$ cat src/rtl/ddr2_pkg.sv
// Shared DDR2 definitions: command encodings, mode-register field offsets,
// init step indices and the burst-length encoder.
package ddr2_pkg;

    // SDRAM commands as {cs_bar, ras_bar, cas_bar, we_bar}
    localparam logic [3:0] CMD_NOP  = 4'b0111;
    localparam logic [3:0] CMD_PREA = 4'b0010;
    localparam logic [3:0] CMD_REF  = 4'b0001;
    localparam logic [3:0] CMD_MRS  = 4'b0000;
    localparam logic [3:0] CMD_ACT  = 4'b0011;
    localparam logic [3:0] CMD_RD   = 4'b0101;
    localparam logic [3:0] CMD_WR   = 4'b0100;

    // Mode-register / extended-mode-register field offsets
    localparam int unsigned MR_BL_LSB   = 0;
    localparam int unsigned MR_BT_BIT   = 3;
    localparam int unsigned MR_CL_LSB   = 4;
    localparam int unsigned MR_DLL_RST  = 8;
    localparam int unsigned MR_WR_LSB   = 9;
    localparam int unsigned EMR_AL_LSB  = 3;
    localparam int unsigned EMR_OCD_LSB = 7;
    localparam int unsigned A_PREA_BIT  = 10;

    // Init sequence step indices
    typedef enum logic [3:0] {
        STEP_PWRUP      = 4'd0,
        STEP_NOP400     = 4'd1,
        STEP_PREA0      = 4'd2,
        STEP_EMRS2      = 4'd3,
        STEP_EMRS3      = 4'd4,
        STEP_EMRS1_DLL  = 4'd5,
        STEP_MRS_DLLRST = 4'd6,
        STEP_PREA1      = 4'd7,
        STEP_REF0       = 4'd8,
        STEP_REF1       = 4'd9,
        STEP_MRS        = 4'd10,
        STEP_OCD_DFLT   = 4'd11,
        STEP_OCD_EXIT   = 4'd12,
        STEP_DLL_WAIT   = 4'd13,
        STEP_DONE       = 4'd14
    } step_e;

    // Burst length to MR code; anything other than 4 encodes as burst of 8
    function automatic logic [2:0] bl_code(input logic [3:0] bl);
        logic [2:0] code;
        case (bl)
            4'd4:    code = 3'b010;
            default: code = 3'b011;
        endcase
        return code;
    endfunction

endpackage

$ cat src/rtl/ddr2_init_engine_if.sv
// SDRAM command bus plus ready/debug outputs of the init engine.
interface ddr2_init_engine_if;
    logic        ready;
    logic        cke;
    logic        cs_bar;
    logic        ras_bar;
    logic        cas_bar;
    logic        we_bar;
    logic [1:0]  BA;
    logic [12:0] A;
    logic        ODT;
    logic [3:0]  init_step;

    modport master (
        output ready, cke, cs_bar, ras_bar, cas_bar, we_bar, BA, A, ODT, init_step
    );

    modport slave (
        input ready, cke, cs_bar, ras_bar, cas_bar, we_bar, BA, A, ODT, init_step
    );
endinterface

$ cat src/rtl/ddr2_init_rom.sv
// Combinational step table: step index -> command, BA, A, wait length, CKE.
module ddr2_init_rom
    import ddr2_pkg::*;
#(
    parameter logic [3:0]  BL       = 4'b1000,
    parameter logic        BT       = 1'b0,
    parameter logic [2:0]  CL       = 3'b011,
    parameter logic [2:0]  AL       = 3'b001,
    parameter logic [2:0]  WR       = 3'd3,
    parameter int unsigned T_PWRUP  = 100,
    parameter int unsigned T_NOP400 = 40,
    parameter int unsigned T_RP     = 8,
    parameter int unsigned T_MRD    = 4,
    parameter int unsigned T_RFC    = 42,
    parameter int unsigned T_DLL    = 400
) (
    input  step_e        i_step,
    output logic [3:0]   o_cmd,
    output logic [1:0]   o_ba,
    output logic [12:0]  o_a,
    output logic [15:0]  o_wait,
    output logic         o_cke
);

    localparam logic [12:0] A_PREA     = 13'(1) << A_PREA_BIT;
    localparam logic [12:0] A_EMRS1    = 13'(AL) << EMR_AL_LSB;
    localparam logic [12:0] A_OCD_DFLT = A_EMRS1 | (13'b111 << EMR_OCD_LSB);
    localparam logic [12:0] A_MRS      = (13'(WR - 3'd1) << MR_WR_LSB)
                                       | (13'(CL) << MR_CL_LSB)
                                       | (13'(BT) << MR_BT_BIT)
                                       | (13'(bl_code(BL)) << MR_BL_LSB);
    localparam logic [12:0] A_MRS_DLL  = A_MRS | (13'(1) << MR_DLL_RST);

    // Table lookup for the current step
    always_comb begin
        o_cmd  = CMD_NOP;
        o_ba   = 2'b00;
        o_a    = '0;
        o_wait = 16'd1;
        o_cke  = 1'b1;
        case (i_step)
            STEP_PWRUP:      begin o_cke = 1'b0; o_wait = 16'(T_PWRUP); end
            STEP_NOP400:     o_wait = 16'(T_NOP400);
            STEP_PREA0:      begin o_cmd = CMD_PREA; o_a = A_PREA; o_wait = 16'(T_RP); end
            STEP_EMRS2:      begin o_cmd = CMD_MRS; o_ba = 2'b10; o_wait = 16'(T_MRD); end
            STEP_EMRS3:      begin o_cmd = CMD_MRS; o_ba = 2'b11; o_wait = 16'(T_MRD); end
            STEP_EMRS1_DLL:  begin o_cmd = CMD_MRS; o_ba = 2'b01; o_a = A_EMRS1; o_wait = 16'(T_MRD); end
            STEP_MRS_DLLRST: begin o_cmd = CMD_MRS; o_a = A_MRS_DLL; o_wait = 16'(T_MRD); end
            STEP_PREA1:      begin o_cmd = CMD_PREA; o_a = A_PREA; o_wait = 16'(T_RP); end
            STEP_REF0:       begin o_cmd = CMD_REF; o_wait = 16'(T_RFC); end
            STEP_REF1:       begin o_cmd = CMD_REF; o_wait = 16'(T_RFC); end
            STEP_MRS:        begin o_cmd = CMD_MRS; o_a = A_MRS; o_wait = 16'(T_MRD); end
            STEP_OCD_DFLT:   begin o_cmd = CMD_MRS; o_ba = 2'b01; o_a = A_OCD_DFLT; o_wait = 16'(T_MRD); end
            STEP_OCD_EXIT:   begin o_cmd = CMD_MRS; o_ba = 2'b01; o_a = A_EMRS1; o_wait = 16'(T_MRD); end
            STEP_DLL_WAIT:   o_wait = 16'(T_DLL);
            STEP_DONE:       o_wait = 16'd1;
            default:         o_wait = 16'd1;
        endcase
    end

endmodule

$ cat src/rtl/ddr2_init_engine.sv
// DDR2 power-up/initialisation sequencer. Walks the step table, drives each
// command for CMD_HOLD cycles followed by NOP, then asserts a sticky ready.
module ddr2_init_engine
    import ddr2_pkg::*;
#(
    parameter logic [3:0]  BL       = 4'b1000,
    parameter logic        BT       = 1'b0,
    parameter logic [2:0]  CL       = 3'b011,
    parameter logic [2:0]  AL       = 3'b001,
    parameter logic [2:0]  WR       = 3'd3,
    parameter int unsigned CMD_HOLD = 2,
    parameter int unsigned T_PWRUP  = 100,
    parameter int unsigned T_NOP400 = 40,
    parameter int unsigned T_RP     = 8,
    parameter int unsigned T_MRD    = 4,
    parameter int unsigned T_RFC    = 42,
    parameter int unsigned T_DLL    = 400
) (
    input  logic               clk,
    input  logic               reset,
    ddr2_init_engine_if.master bus
);

    localparam logic [15:0] CMD_HOLD_W = 16'(CMD_HOLD);

    step_e       r_state;
    step_e       w_state_nxt;
    logic [15:0] r_cnt;
    logic [15:0] w_cnt_nxt;
    logic        w_last;
    logic [3:0]  w_rom_cmd;
    logic [1:0]  w_rom_ba;
    logic [12:0] w_rom_a;
    logic [15:0] w_rom_wait;
    logic        w_rom_cke;
    logic [3:0]  w_cmd;
    logic        w_ready;

    ddr2_init_rom #(
        .BL       (BL),
        .BT       (BT),
        .CL       (CL),
        .AL       (AL),
        .WR       (WR),
        .T_PWRUP  (T_PWRUP),
        .T_NOP400 (T_NOP400),
        .T_RP     (T_RP),
        .T_MRD    (T_MRD),
        .T_RFC    (T_RFC),
        .T_DLL    (T_DLL)
    ) u_rom (
        .i_step (r_state),
        .o_cmd  (w_rom_cmd),
        .o_ba   (w_rom_ba),
        .o_a    (w_rom_a),
        .o_wait (w_rom_wait),
        .o_cke  (w_rom_cke)
    );

    // Step index and in-step cycle counter
    always_ff @(posedge clk or negedge reset) begin
        if (!reset) begin
            r_state <= STEP_PWRUP;
            r_cnt   <= '0;
        end else begin
            r_state <= w_state_nxt;
            r_cnt   <= w_cnt_nxt;
        end
    end

    // Advance after W cycles in a step; DONE is terminal, counter saturates
    always_comb begin
        w_state_nxt = r_state;
        w_cnt_nxt   = r_cnt;
        w_last      = (r_cnt >= (w_rom_wait - 16'd1));
        if ((r_state != STEP_DONE) && w_last) begin
            w_state_nxt = step_e'(r_state + 4'd1);
            w_cnt_nxt   = '0;
        end else if (r_cnt != '1) begin
            w_cnt_nxt   = r_cnt + 16'd1;
        end
    end

    // Command for the first CMD_HOLD cycles of a step, NOP afterwards
    always_comb begin
        w_cmd   = (r_cnt < CMD_HOLD_W) ? w_rom_cmd : CMD_NOP;
        w_ready = (r_state == STEP_DONE);
    end

    // Registered bus outputs
    always_ff @(posedge clk or negedge reset) begin
        if (!reset) begin
            bus.cke       <= 1'b0;
            bus.cs_bar    <= 1'b0;
            bus.ras_bar   <= 1'b1;
            bus.cas_bar   <= 1'b1;
            bus.we_bar    <= 1'b1;
            bus.BA        <= '0;
            bus.A         <= '0;
            bus.ODT       <= 1'b0;
            bus.ready     <= 1'b0;
            bus.init_step <= '0;
        end else begin
            bus.cke       <= w_rom_cke;
            bus.cs_bar    <= w_cmd[3];
            bus.ras_bar   <= w_cmd[2];
            bus.cas_bar   <= w_cmd[1];
            bus.we_bar    <= w_cmd[0];
            bus.BA        <= w_rom_ba;
            bus.A         <= w_rom_a;
            bus.ODT       <= 1'b0;
            bus.ready     <= w_ready;
            bus.init_step <= r_state;
        end
    end

endmodule

$ cat src/flat_wrapper.sv
// flat-port wrapper written by rule: the top's interface ports become plain ports
module ddr2_init_engine_flat import ddr2_pkg::*;
#(
    parameter logic [3:0]  BL       = 4'b1000,
    parameter logic        BT       = 1'b0,
    parameter logic [2:0]  CL       = 3'b011,
    parameter logic [2:0]  AL       = 3'b001,
    parameter logic [2:0]  WR       = 3'd3,
    parameter int unsigned CMD_HOLD = 2,
    parameter int unsigned T_PWRUP  = 100,
    parameter int unsigned T_NOP400 = 40,
    parameter int unsigned T_RP     = 8,
    parameter int unsigned T_MRD    = 4,
    parameter int unsigned T_RFC    = 42,
    parameter int unsigned T_DLL    = 400
)
  (clk, reset, bus_ready, bus_cke, bus_cs_bar, bus_ras_bar, bus_cas_bar, bus_we_bar, bus_BA, bus_A, bus_ODT, bus_init_step);
  ddr2_init_engine_if bus_i ();
  input  logic clk;
  input  logic reset;
  output wire logic [$bits(bus_i.ready)-1:0] bus_ready;
  output wire logic [$bits(bus_i.cke)-1:0] bus_cke;
  output wire logic [$bits(bus_i.cs_bar)-1:0] bus_cs_bar;
  output wire logic [$bits(bus_i.ras_bar)-1:0] bus_ras_bar;
  output wire logic [$bits(bus_i.cas_bar)-1:0] bus_cas_bar;
  output wire logic [$bits(bus_i.we_bar)-1:0] bus_we_bar;
  output wire logic [$bits(bus_i.BA)-1:0] bus_BA;
  output wire logic [$bits(bus_i.A)-1:0] bus_A;
  output wire logic [$bits(bus_i.ODT)-1:0] bus_ODT;
  output wire logic [$bits(bus_i.init_step)-1:0] bus_init_step;
  assign bus_ready = bus_i.ready;
  assign bus_cke = bus_i.cke;
  assign bus_cs_bar = bus_i.cs_bar;
  assign bus_ras_bar = bus_i.ras_bar;
  assign bus_cas_bar = bus_i.cas_bar;
  assign bus_we_bar = bus_i.we_bar;
  assign bus_BA = bus_i.BA;
  assign bus_A = bus_i.A;
  assign bus_ODT = bus_i.ODT;
  assign bus_init_step = bus_i.init_step;
  ddr2_init_engine #(.BL(BL), .BT(BT), .CL(CL), .AL(AL), .WR(WR), .CMD_HOLD(CMD_HOLD), .T_PWRUP(T_PWRUP), .T_NOP400(T_NOP400), .T_RP(T_RP), .T_MRD(T_MRD), .T_RFC(T_RFC), .T_DLL(T_DLL)) u_core (.clk(clk), .reset(reset), .bus(bus_i));
endmodule
$ cat config.mk
export PLATFORM = sky130hd
export DESIGN_NAME = ddr2_init_engine_flat
export DESIGN_NICKNAME = d
export VERILOG_FILES = /design/src/rtl/ddr2_pkg.sv /design/src/rtl/ddr2_init_engine_if.sv /design/src/rtl/ddr2_init_rom.sv /design/src/rtl/ddr2_init_engine.sv /design/src/flat_wrapper.sv
export SDC_FILE = /design/constraint.sdc
export NUM_CORES = 1
export LEC_CHECK = 0
export CELL_PAD_IN_SITES_DETAIL_PLACEMENT = 1
export CELL_PAD_IN_SITES_GLOBAL_PLACEMENT = 1
export CORE_MARGIN = 1
export CORE_UTILIZATION = 35
export DETAILED_ROUTE_END_ITERATION = 16
export GPL_TIMING_DRIVEN = 0
export HOLD_SLACK_MARGIN = 0.05
export PLACE_DENSITY_LB_ADDON = 0.1
export SLEW_MARGIN = 30
export SYNTH_ARGS = -nofsm -noshare
export SYNTH_HDL_FRONTEND = slang
export SYNTH_HIERARCHICAL = 1
export SYNTH_SLANG_ARGS = --single-unit
$ cat constraint.sdc
create_clock -name clk -period 8.1 [get_ports clk]
set_input_delay 0.81 -clock clk [delete_from_list [all_inputs] [get_ports clk]]
set_output_delay 0.81 -clock clk [all_outputs]
set_load 0.05 [all_outputs]
==> results of run 1 <==
[through the flow]
step / hold slack, ns / worst slack [ns]
final: 0.485 / 3.88
after global routing: 0.521 / 3.52
after CTS: 0.484 / 3.85
after detailed placement: 0.465 / 3.89
after global placement: 0.495 / 4.01
after floorplan: 0.421 / 4.65
[how the worst min path moves through the flow]
stage	start	end	slack [ns]	cells after the start
final	u_core/r_state[3]	u_core/bus.init_step[3]	0.48	0
after global routing	u_core/r_state[3]	u_core/bus.init_step[3]	0.52	0
after CTS	u_core/r_state[3]	u_core/bus.init_step[3]	0.48	0
after detailed placement	u_core/r_state[3]	u_core/bus.init_step[3]	0.47	0
after global placement	u_core/r_state[3]	u_core/bus.init_step[3]	0.49	0
after floorplan	u_core/r_state[3]	u_core/bus.init_step[3]	0.42	0
[layer usage]
| layer | vias to the layer above | wire [µm] | GRT usage |
|---|---|---|---|
| li1 | 1105 | - | - |
| met1 | 1077 | 3100 | 0.219 |
| met2 | 26 | 3040 | 0.278 |
| met3 | 6 | 153 | 0.0274 |
| met4 | 0 | 86 | 0.0469 |
| met5 | - | 0 | 0 |
[placed cells by master (no fill, tap or decap), drive strengths merged, types with 15 or more instances in the layout]
| cell | instances |
|---|---|
| buf | 24 |
| nor3 | 15 |
| dfrtp | 42 |
| nand2 | 31 |
| nor2 | 27 |
| clkdlybuf4s50 | 25 |
| a21oi | 15 |
| nand3 | 15 |
| ha | 20 |
[registers in the layout, indices dropped and copies added, names as in the netlist, 2 cells and up]
signal	cells
u_core/bus.BA	2
u_core/bus.init_step	4
u_core/r_state	4
u_core/r_cnt	16
u_core/bus.A	13
[final cells by class]
cell class | instances | area share
buffer | 25 | 0.0570
clock buffer | 5 | 0.0202
tap | 102 | 0.0375
timing repair buffer | 26 | 0.0757
inverter | 10 | 0.0110
clock inverter | 3 | 0.0191
sequential | 45 | 0.332
multi-input combinational | 231 | 0.448
[power by group through the flow]
| stage | Sequential, µW | Clock (µW) | Combinational (µW) |
|---|---|---|---|
| global route | 388 | 217 | 735 |
| global placement | 379 | 0 | 652 |
| finish | 376 | 201 | 669 |
| detailed placement | 382 | 0 | 671 |
| floorplan | 494 | 0 | 367 |
| CTS | 378 | 210 | 676 |
[cells by family (layout without fill, tap and decap cells)]
family	Yosys count	count (layout)	synth area share
buffers and inverters	35	69	0.0814
and+or+nand+nor	138	138	0.271
adders and majority gates	20	20	0.0880
AOI/OAI and AO/OA	35	35	0.0810
muxes	4	4	0.0141
xor gates and xnor gates	21	21	0.0647
other	2	13	0.00264
DFF	45	45	0.397
[worst max-delay path, stage by stage, from the launching register on]
cell and delay (ns):
dfrtp_1 0.53, clkbuf_2 0.27, nor2_1 0.12, o21ai_0 0.12, nand2_1 0.12, nor4_1 0.40, nor4b_4 0.44, nand2_1 0.15
nor3_1 0.20, xnor2_1 0.10, ha_1 0.32, nand4_1 0.14, nor4_2 0.33, o21ai_2 0.17, a31oi_4 0.42, buf_6 0.22
a31oi_1 0.05
==> impl_metrics.csv, run 1 <==
group,metric,value,unit
timing,fin_skew,0.00458,ns
logic_synthesis,syn_inst,300,
timing,tightest_slew,0.676,ns
placed_design,dp_hpwl,4.80,mm
logic_synthesis,netlist.area_leader.share,0.370,
setup_path,worstReg2RegStart,"u_core/r_state[1]",
clocking,cts-resized-gates,0,
power_and_ir_drop,switching_power,557,µW
logic_synthesis,synth-edff-count,0,
timing,timing_max_transition_violations_final,0,
logic_synthesis,synth.most_common_cell,"dfrtp_1",
setup_path,worst_r2r_path_depth,16,
grt,grt_max_degree,46,
cells_and_area,antennaDiodeCount,0,
setup_path,cp_max_fo,10,
logic_synthesis,synth.area.top_cells,"dfrtp_1 37%, ha_1 8.8%, buf_4 5.0%",
grt,grt-ovfl-total,0,
logic_synthesis,syn_area,2840,µm²
power_and_ir_drop,p_comb_frac,0.537,
logic_synthesis,ys_ff_latch,45,
power_and_ir_drop,p_per_area,366,nW/µm²
cells_and_area,design_area,3400,µm²
cells_and_area,post_route_cells_drive_above_1_share,0.159,
cells_and_area,ff_latch_area,1130,µm²
timing,period_needed,4.22,ns
setup_path,crit_required,8.28,ns
timing,finalSetupViolCount,0,
timing,slew_headroom,0.548,
power_and_ir_drop,clkPwrFrac,0.161,
clocking,cts_max_level,2,
setup_path,r2r_slack,3.88,ns
logic_synthesis,synthTopCellsByCount,"42 x dfrtp_1, 31 x nand2_1, 27 x nor2_1",
clocking,cts_buffers,5,
logic_synthesis,ys_types,49,
cells_and_area,multi_input_area,1520,µm²
placed_design,dpl_cell_area,3270,µm²
floorplanning,core,7810,µm²
routing,vias,2214,
setup_path,cp-startpoint,"u_core/r_state[1]",
setup_path,end_kind,"flop",
clocking,clk_latency,0.30,ns
routing,drcViolationCount,0,
clocking,post_cts_buffers,0,
floorplanning,die_x,92.1,µm
routing,first_pass_iters,4,
floorplanning,initial_utilization,0.364,
setup_path,critical_path.endpoint,"u_core/r_cnt[3]",
floorplanning,die_h,92.1,µm
routing,ant_nets,0,
power_and_ir_drop,leakage,0.00149,µW
floorplanning,fp-row-count,32,
power_and_ir_drop,finalPower,1250,µW
placed_design,dp.cells,439,
flow_run,drv_cap,0,
clocking,clock_path_buffers,2,
grt,grt_pass1_vias,2268,
routing,drt_iter0_markers,58,
cells_and_area,nets,366,
logic_synthesis,synthArstFlopShare,1.00,
setup_path,cp-start-kind,"flop",
clocking,path_clk_slew,0.08,ns
power_and_ir_drop,p_sw_frac,0.447,
power_and_ir_drop,ir_drop,0.0911,mV
floorplanning,io_pins,28,
setup_path,arrival,4.39,ns
timing,max_freq,237,MHz
routing,vias_per_cell,4.95,
grt,antenna_found_initial,0,
timing,fin_crit_sh,0.521,
floorplanning,dieArea,8490,µm²
grt,grt_pass1_wl,11.0,mm
logic_synthesis,synth_ff_type,"dfrtp_1",
placed_design,io_buffers,26,
worst_hold_path,hp-class,"reg2reg",
routing,wl_per_cell,14.3,µm
cells_and_area,utilization,0.436,
logic_synthesis,syn_avg_cell_area,9.48,µm²
cells_and_area,fill_cells,928,
grt,grtUsageTotal,0.166,
logic_synthesis,yosysSeqAreaShare,0.397,
clocking,cts.sinks,45,
setup_path,crit_type,"reg2reg",
routing,routed_wl,6.38,mm
timing,setup_tns,0,ns
timing,grt_setup_unrepaired,"false",
timing,final-hold-violation-count,0,
status,status,"finished, final reports clean",
clocking,ctsRootBufferMaster,"clkbuf_8",
placed_design,gp_congestion,0.750,
logic_synthesis,ys_warn_count,6,
setup_path,r2r-end,"u_core/r_cnt[3]",
power_and_ir_drop,p_int,689,µW
clocking,cts_tree,"built",
logic_synthesis,post-synth-top-area-cell,"dfrtp_1",
power_and_ir_drop,seqPwrFrac,0.302,
cells_and_area,fin_cells,447,
cells_and_area,syn_to_final_growth,19.7,%
clocking,hold_buffers,0,
(Power assumes the default switching activity.)
==> inputs of run 2 (changes only) <==
==> constraint.sdc (replaced) <==
create_clock -name clk -period 3.95 [get_ports clk]
set_input_delay 0.395 -clock clk [delete_from_list [all_inputs] [get_ports clk]]
set_output_delay 0.395 -clock clk [all_outputs]
set_load 0.05 [all_outputs]
==> run 2 against run 1 <==
Largest cell class unchanged; critical endpoint unchanged; design area up 4.2%; cell count up 1.8%; combinational power is 130% higher; register-to-register slack got worse by 3.7 ns; clock power up 100%; critical path type unchanged; core utilization is 1.8 points higher; via count increased by 2.3%.
==> impl_metrics.csv, run 2 (same netlist as run 1, synthesis figures left out) <==
group,metric,value,unit
setup_path,cp-start-kind,"flop",
worst_hold_path,hp-class,"in2async",
clocking,ctsRootBufferMaster,"clkbuf_8",
routing,drcViolationCount,0,
grt,grt_pass1_vias,2287,
setup_path,crit_required,4.13,ns
power_and_ir_drop,p_per_area,761,nW/µm²
clocking,hold_buffers,0,
floorplanning,initial_utilization,0.364,
timing,setup_slack,0.224,ns
placed_design,gp_congestion,0.750,
floorplanning,io_pins,28,
grt,grtUsageTotal,0.167,
placed_design,dp.cells,439,
timing,setup_tns,0,ns
timing,period_needed,3.73,ns
setup_path,end_kind,"flop",
cells_and_area,syn_to_final_growth,24.7,%
clocking,cts_tree,"built",
routing,wl_per_cell,14.5,µm
timing,fin_skew,0.00336,ns
clocking,cts_buffers,5,
grt,grt-ovfl-total,0,
floorplanning,dieArea,8490,µm²
cells_and_area,final_common_cell,"dfrtp_1",
clocking,cts.sinks,45,
floorplanning,fp-row-count,32,
routing,ant_nets,0,
routing,first_pass_iters,4,
status,status,"finished, final reports clean",
floorplanning,die_x,92.1,µm
setup_path,arrival,3.90,ns
cells_and_area,post_route_cells_drive_above_1_share,0.207,
routing,vias_per_cell,4.98,
cells_and_area,fill_cells,911,
power_and_ir_drop,leakage,0.00154,µW
timing,fin_crit_sh,0.943,
power_and_ir_drop,ir_drop,0.196,mV
timing,grt_setup_unrepaired,"false",
cells_and_area,multi_input_area,1590,µm²
timing,final-hold-violation-count,0,
flow_run,drv_cap,0,
routing,routed_wl,6.61,mm
timing,finalSetupViolCount,0,
placed_design,dp_hpwl,4.80,mm
timing,tightest_slew,0.577,ns
cells_and_area,nets,374,
setup_path,cp_max_fo,10,
cells_and_area,reg_top3,"u_core/r_cnt x16, u_core/bus.A x13",
clocking,clk_latency,0.30,ns
timing,max_freq,268,MHz
setup_path,crit_type,"reg2reg",
placed_design,place_ws,-0.256,ns
timing,whs,0.0866,ns
cells_and_area,utilization,0.454,
grt,grt_pass1_wl,11.1,mm
cells_and_area,regMostFlops,"u_core/r_cnt",
floorplanning,die_h,92.1,µm
clocking,path_clk_slew,0.08,ns
routing,vias,2264,
clocking,clock_path_buffers,2,
placed_design,io_buffers,26,
cells_and_area,antennaDiodeCount,0,
cells_and_area,fin_cells,455,
cells_and_area,mostFrequentLayoutCells,"38 x dfrtp_1, 31 x nand2_1, 27 x buf_4, 27 x nor2_1, 25 x clkdlybuf4s50_1",
grt,grt_max_degree,46,
timing,slew_headroom,0.615,
grt,antenna_found_initial,0,
routing,drt_iter0_markers,42,
floorplanning,core,7810,µm²
cells_and_area,ff_latch_area,1130,µm²
timing,timing_max_transition_violations_final,0,
cells_and_area,largest_register_ffs,16,
clocking,cts_max_level,2,
==> run 2: what timing repair did <==
item / in CTS / in global routing
pin swaps: 1 / 4
gates resized for setup: 2 / 15
setup endpoints to repair: 18 / 20
setup buffers: 4 / 4
==> run 2: cell type report <==
type                            instances  area share
Sequential cell                        45       0.320
Clock inverter                          3      0.0183
Clock buffer                            5      0.0194
Tap cell                              102      0.0360
Multi-Input combinational cell        231       0.448
Timing Repair Buffer                   34      0.0931
Buffer                                 25      0.0547
Inverter                               10      0.0106
==> run 2: report_power, final <==
| group | switching [µW] | total, µW | internal, µW |
|---|---|---|---|
| sequential | 162 | 775 | 613 |
| combinational | 892 | 1510 | 620 |
| clock | 159 | 411 | 251 |
==> run 2: layer usage <==
metal	vias to the layer above	share of wire	wire, µm	track usage
met5	-	0	0	0
met4	0	0.013	87	0.0469
met3	6	0.020	129	0.0274
met2	27	0.48	3180	0.280
met1	1113	0.49	3220	0.220
li1	1118	-	-	-
==> run 2: path summary, 6_finish.rpt <==
kind,from,end,slack (ns),cells after the start
max,u_core/r_state[0],u_core/r_cnt[3],0.22,18
min,reset,u_core/bus.A[2],0.09,1
max reg2reg,u_core/r_state[0],u_core/r_cnt[3],0.22,18
min reg2reg,u_core/r_state[3],u_core/bus.init_step[3],0.46,0
max in group asynchronous,reset,u_core/r_state[0],3.44,1
min in group clk,u_core/r_state[3],u_core/bus.init_step[3],0.46,0
==> run 2: stage by stage <==
| step | cell area, µm² | total power [µW] |
|---|---|---|
| final | 3550 | 2700 |
| after global routing | 3550 | 2890 |
| after CTS | 3450 | 2630 |
| after detailed placement | 3270 | 2160 |
| after global placement | 3270 | 2110 |
| after floorplan | 2890 | 1770 |
==> run 2: worst max-delay path, stage by stage (launching register included) <==
cell and delay, ns:
dfrtp_2 0.45, buf_2 0.25, nor2_1 0.08, a21oi_1 0.12, o211ai_1 0.22, nor4_4 0.23, nor4b_4 0.23, buf_4 0.18
nand2_1 0.10, nor3_2 0.14, xnor2_1 0.09, ha_1 0.31, nand4_1 0.17, nor4_4 0.35, o21ai_4 0.14, a31oi_4 0.20
buf_12 0.14, buf_6 0.15, a31oi_1 0.05
==> inputs of run 3 (changes only) <==
--- a/config.mk
+++ b/config.mk
@@ -9,7 +9,9 @@
 export CELL_PAD_IN_SITES_GLOBAL_PLACEMENT = 1
 export CORE_MARGIN = 1
 export CORE_UTILIZATION = 35
+export CTS_CLUSTER_DIAMETER = 200
 export DETAILED_ROUTE_END_ITERATION = 16
+export DONT_BUFFER_PORTS = 1
 export GPL_TIMING_DRIVEN = 0
 export HOLD_SLACK_MARGIN = 0.05
 export PLACE_DENSITY_LB_ADDON = 0.1
==> run 3 against run 2 <==
Clock skew increased by 0.010 ns; largest cell class unchanged; highest routed layer unchanged; count of clock-buffer cells in the layout unchanged; largest power group is now sequential cells; sequential power increased by 35%.
==> impl_metrics.csv, run 3 (same netlist as run 1, synthesis figures left out) <==
group,metric,value,unit
timing,fin_crit_sh,0.928,
routing,ant_nets,0,
routing,drcViolationCount,0,
routing,vias,2189,
timing,period_needed,3.67,ns
setup_path,cp_max_fo,10,
cells_and_area,mostFrequentLayoutCells,"39 x dfrtp_1, 31 x buf_4, 30 x nand2_1",
cells_and_area,post_route_cells_drive_above_1_share,0.228,
setup_path,crit_type,"reg2reg",
timing,setup_slack,0.284,ns
floorplanning,die_x,92.1,µm
routing,vias_per_cell,5.03,
timing,final-hold-violation-count,0,
setup_path,r2r_slack,0.28,ns
routing,wl_per_cell,15.1,µm
power_and_ir_drop,leakage,0.00144,µW
timing,setup_tns,0,ns
floorplanning,dieArea,8490,µm²
setup_path,cp-start-kind,"flop",
floorplanning,initial_utilization,0.364,
status,status,"finished, final reports clean",
grt,grt_max_degree,46,
setup_path,arrival,3.85,ns
routing,routed_wl,6.57,mm
timing,finalSetupViolCount,0,
floorplanning,core,7810,µm²
placed_design,dp_hpwl,4.70,mm
clocking,clock_path_buffers,2,
power_and_ir_drop,p_per_area,731,nW/µm²
cells_and_area,largest_register_ffs,16,
grt,antenna_found_initial,0,
timing,timing_max_transition_violations_final,0,
placed_design,io_buffers,0,
worst_hold_path,hp-class,"reg2reg",
timing,fin_skew,0.0134,ns
clocking,cts.sinks,45,
cells_and_area,syn_to_final_growth,15.0,%
placed_design,gp_congestion,0.728,
cells_and_area,final_common_cell,"dfrtp_1",
floorplanning,fp-row-count,32,
cells_and_area,reg_top3,"u_core/r_cnt x16, u_core/bus.A x13",
cells_and_area,antennaDiodeCount,0,
grt,grt_pass1_vias,2223,
routing,first_pass_iters,4,
clocking,ctsRootBufferMaster,"clkbuf_8",
placed_design,place_ws,-0.172,ns
cells_and_area,regMostFlops,"u_core/r_cnt",
setup_path,crit_required,4.13,ns
power_and_ir_drop,ir_drop,0.214,mV
flow_run,drv_cap,0,
routing,drt_iter0_markers,66,
clocking,cts_max_level,2,
timing,max_freq,273,MHz
grt,grt-ovfl-total,0,
floorplanning,io_pins,28,
grt,grt_pass1_wl,11.3,mm
cells_and_area,nets,354,
clocking,clk_latency,0.31,ns
clocking,cts_tree,"built",
clocking,cts_buffers,5,
clocking,path_clk_slew,0.09,ns
grt,grtUsageTotal,0.167,
cells_and_area,fill_cells,907,
setup_path,end_kind,"flop",
floorplanning,die_h,92.1,µm
==> run 3: routing by layer <==
| layer | GRT usage | routed length [µm] | vias to the layer above |
|---|---|---|---|
| met3 | 0.0232 | 92 | 6 |
| met5 | 0 | 0 | - |
| met2 | 0.278 | 3210 | 27 |
| met1 | 0.226 | 3190 | 1081 |
| met4 | 0.0469 | 72 | 0 |
| li1 | - | - | 1075 |
==> run 3: power breakdown <==
part	internal (µW)	switching, µW
clock	124	171
sequential	613	439
combinational	501	542
==> run 3: final timing paths <==
check / from / depth (start not counted) / to
worst max register to register: u_core/r_state[3] / 16 / u_core/r_cnt[3]
worst min-delay path: u_core/r_state[3] / 0 / u_core/bus.init_step[3]
max in group asynchronous: reset / 2 / u_core/bus.cas_bar
worst min register to register: u_core/r_state[3] / 0 / u_core/bus.init_step[3]
worst max-delay path: u_core/r_state[3] / 16 / u_core/r_cnt[3]
min in group asynchronous: reset / 2 / u_core/r_cnt[10]
==> run 3: final cells by class <==
class | count | area (µm²) | area share
Multi-Input combinational cell | 231 | 1550 | 0.475
Sequential cell | 45 | 1130 | 0.347
Buffer | 25 | 199 | 0.0608
Timing Repair Buffer | 14 | 128 | 0.0390
Tap cell | 102 | 128 | 0.0390
Clock buffer | 5 | 68.8 | 0.0210
Inverter | 10 | 37.5 | 0.0115
Clock inverter | 3 | 22.5 | 0.00689
==> run 3: per-stage QoR <==
stage | hold slack [ns] | instance area (µm²) | power [µW] | utilization | instances
after floorplan | 0.0994 | 2890 | 1770 | - | 311
after global placement | 0.100 | 3010 | 1970 | 0.386 | 413
after detailed placement | 0.100 | 3010 | 2000 | 0.386 | 413
after CTS | 0.483 | 3170 | 2340 | 0.405 | 426
after global routing | 0.432 | 3270 | 2610 | 0.419 | 435
final | 0.423 | 3270 | 2390 | 0.419 | 435
==> run 3: timing repair <==
| action | in CTS | in global routing |
|---|---|---|
| pin swaps | 1 | 7 |
| setup buffers | 3 | 9 |
| endpoints found under the setup margin | 18 | 20 |
| hold buffers | 2 | 0 |
| gates resized for setup | 1 | 11 |
| endpoints found under the hold margin | 45 | 0 |
==> run 3: worst max-delay path: stages (launching register included) <==
cell	delay (ns)
dfrtp_1	0.40
clkbuf_8	0.17
buf_2	0.17
o21ai_0	0.19
nand2_1	0.13
nor4_2	0.19
nor4b_4	0.38
nand2_2	0.12
nor3_2	0.14
xnor2_1	0.09
ha_1	0.31
nand4_1	0.15
nor4_2	0.31
o21ai_2	0.17
a31oi_4	0.35
buf_6	0.20
a31oi_1	0.05
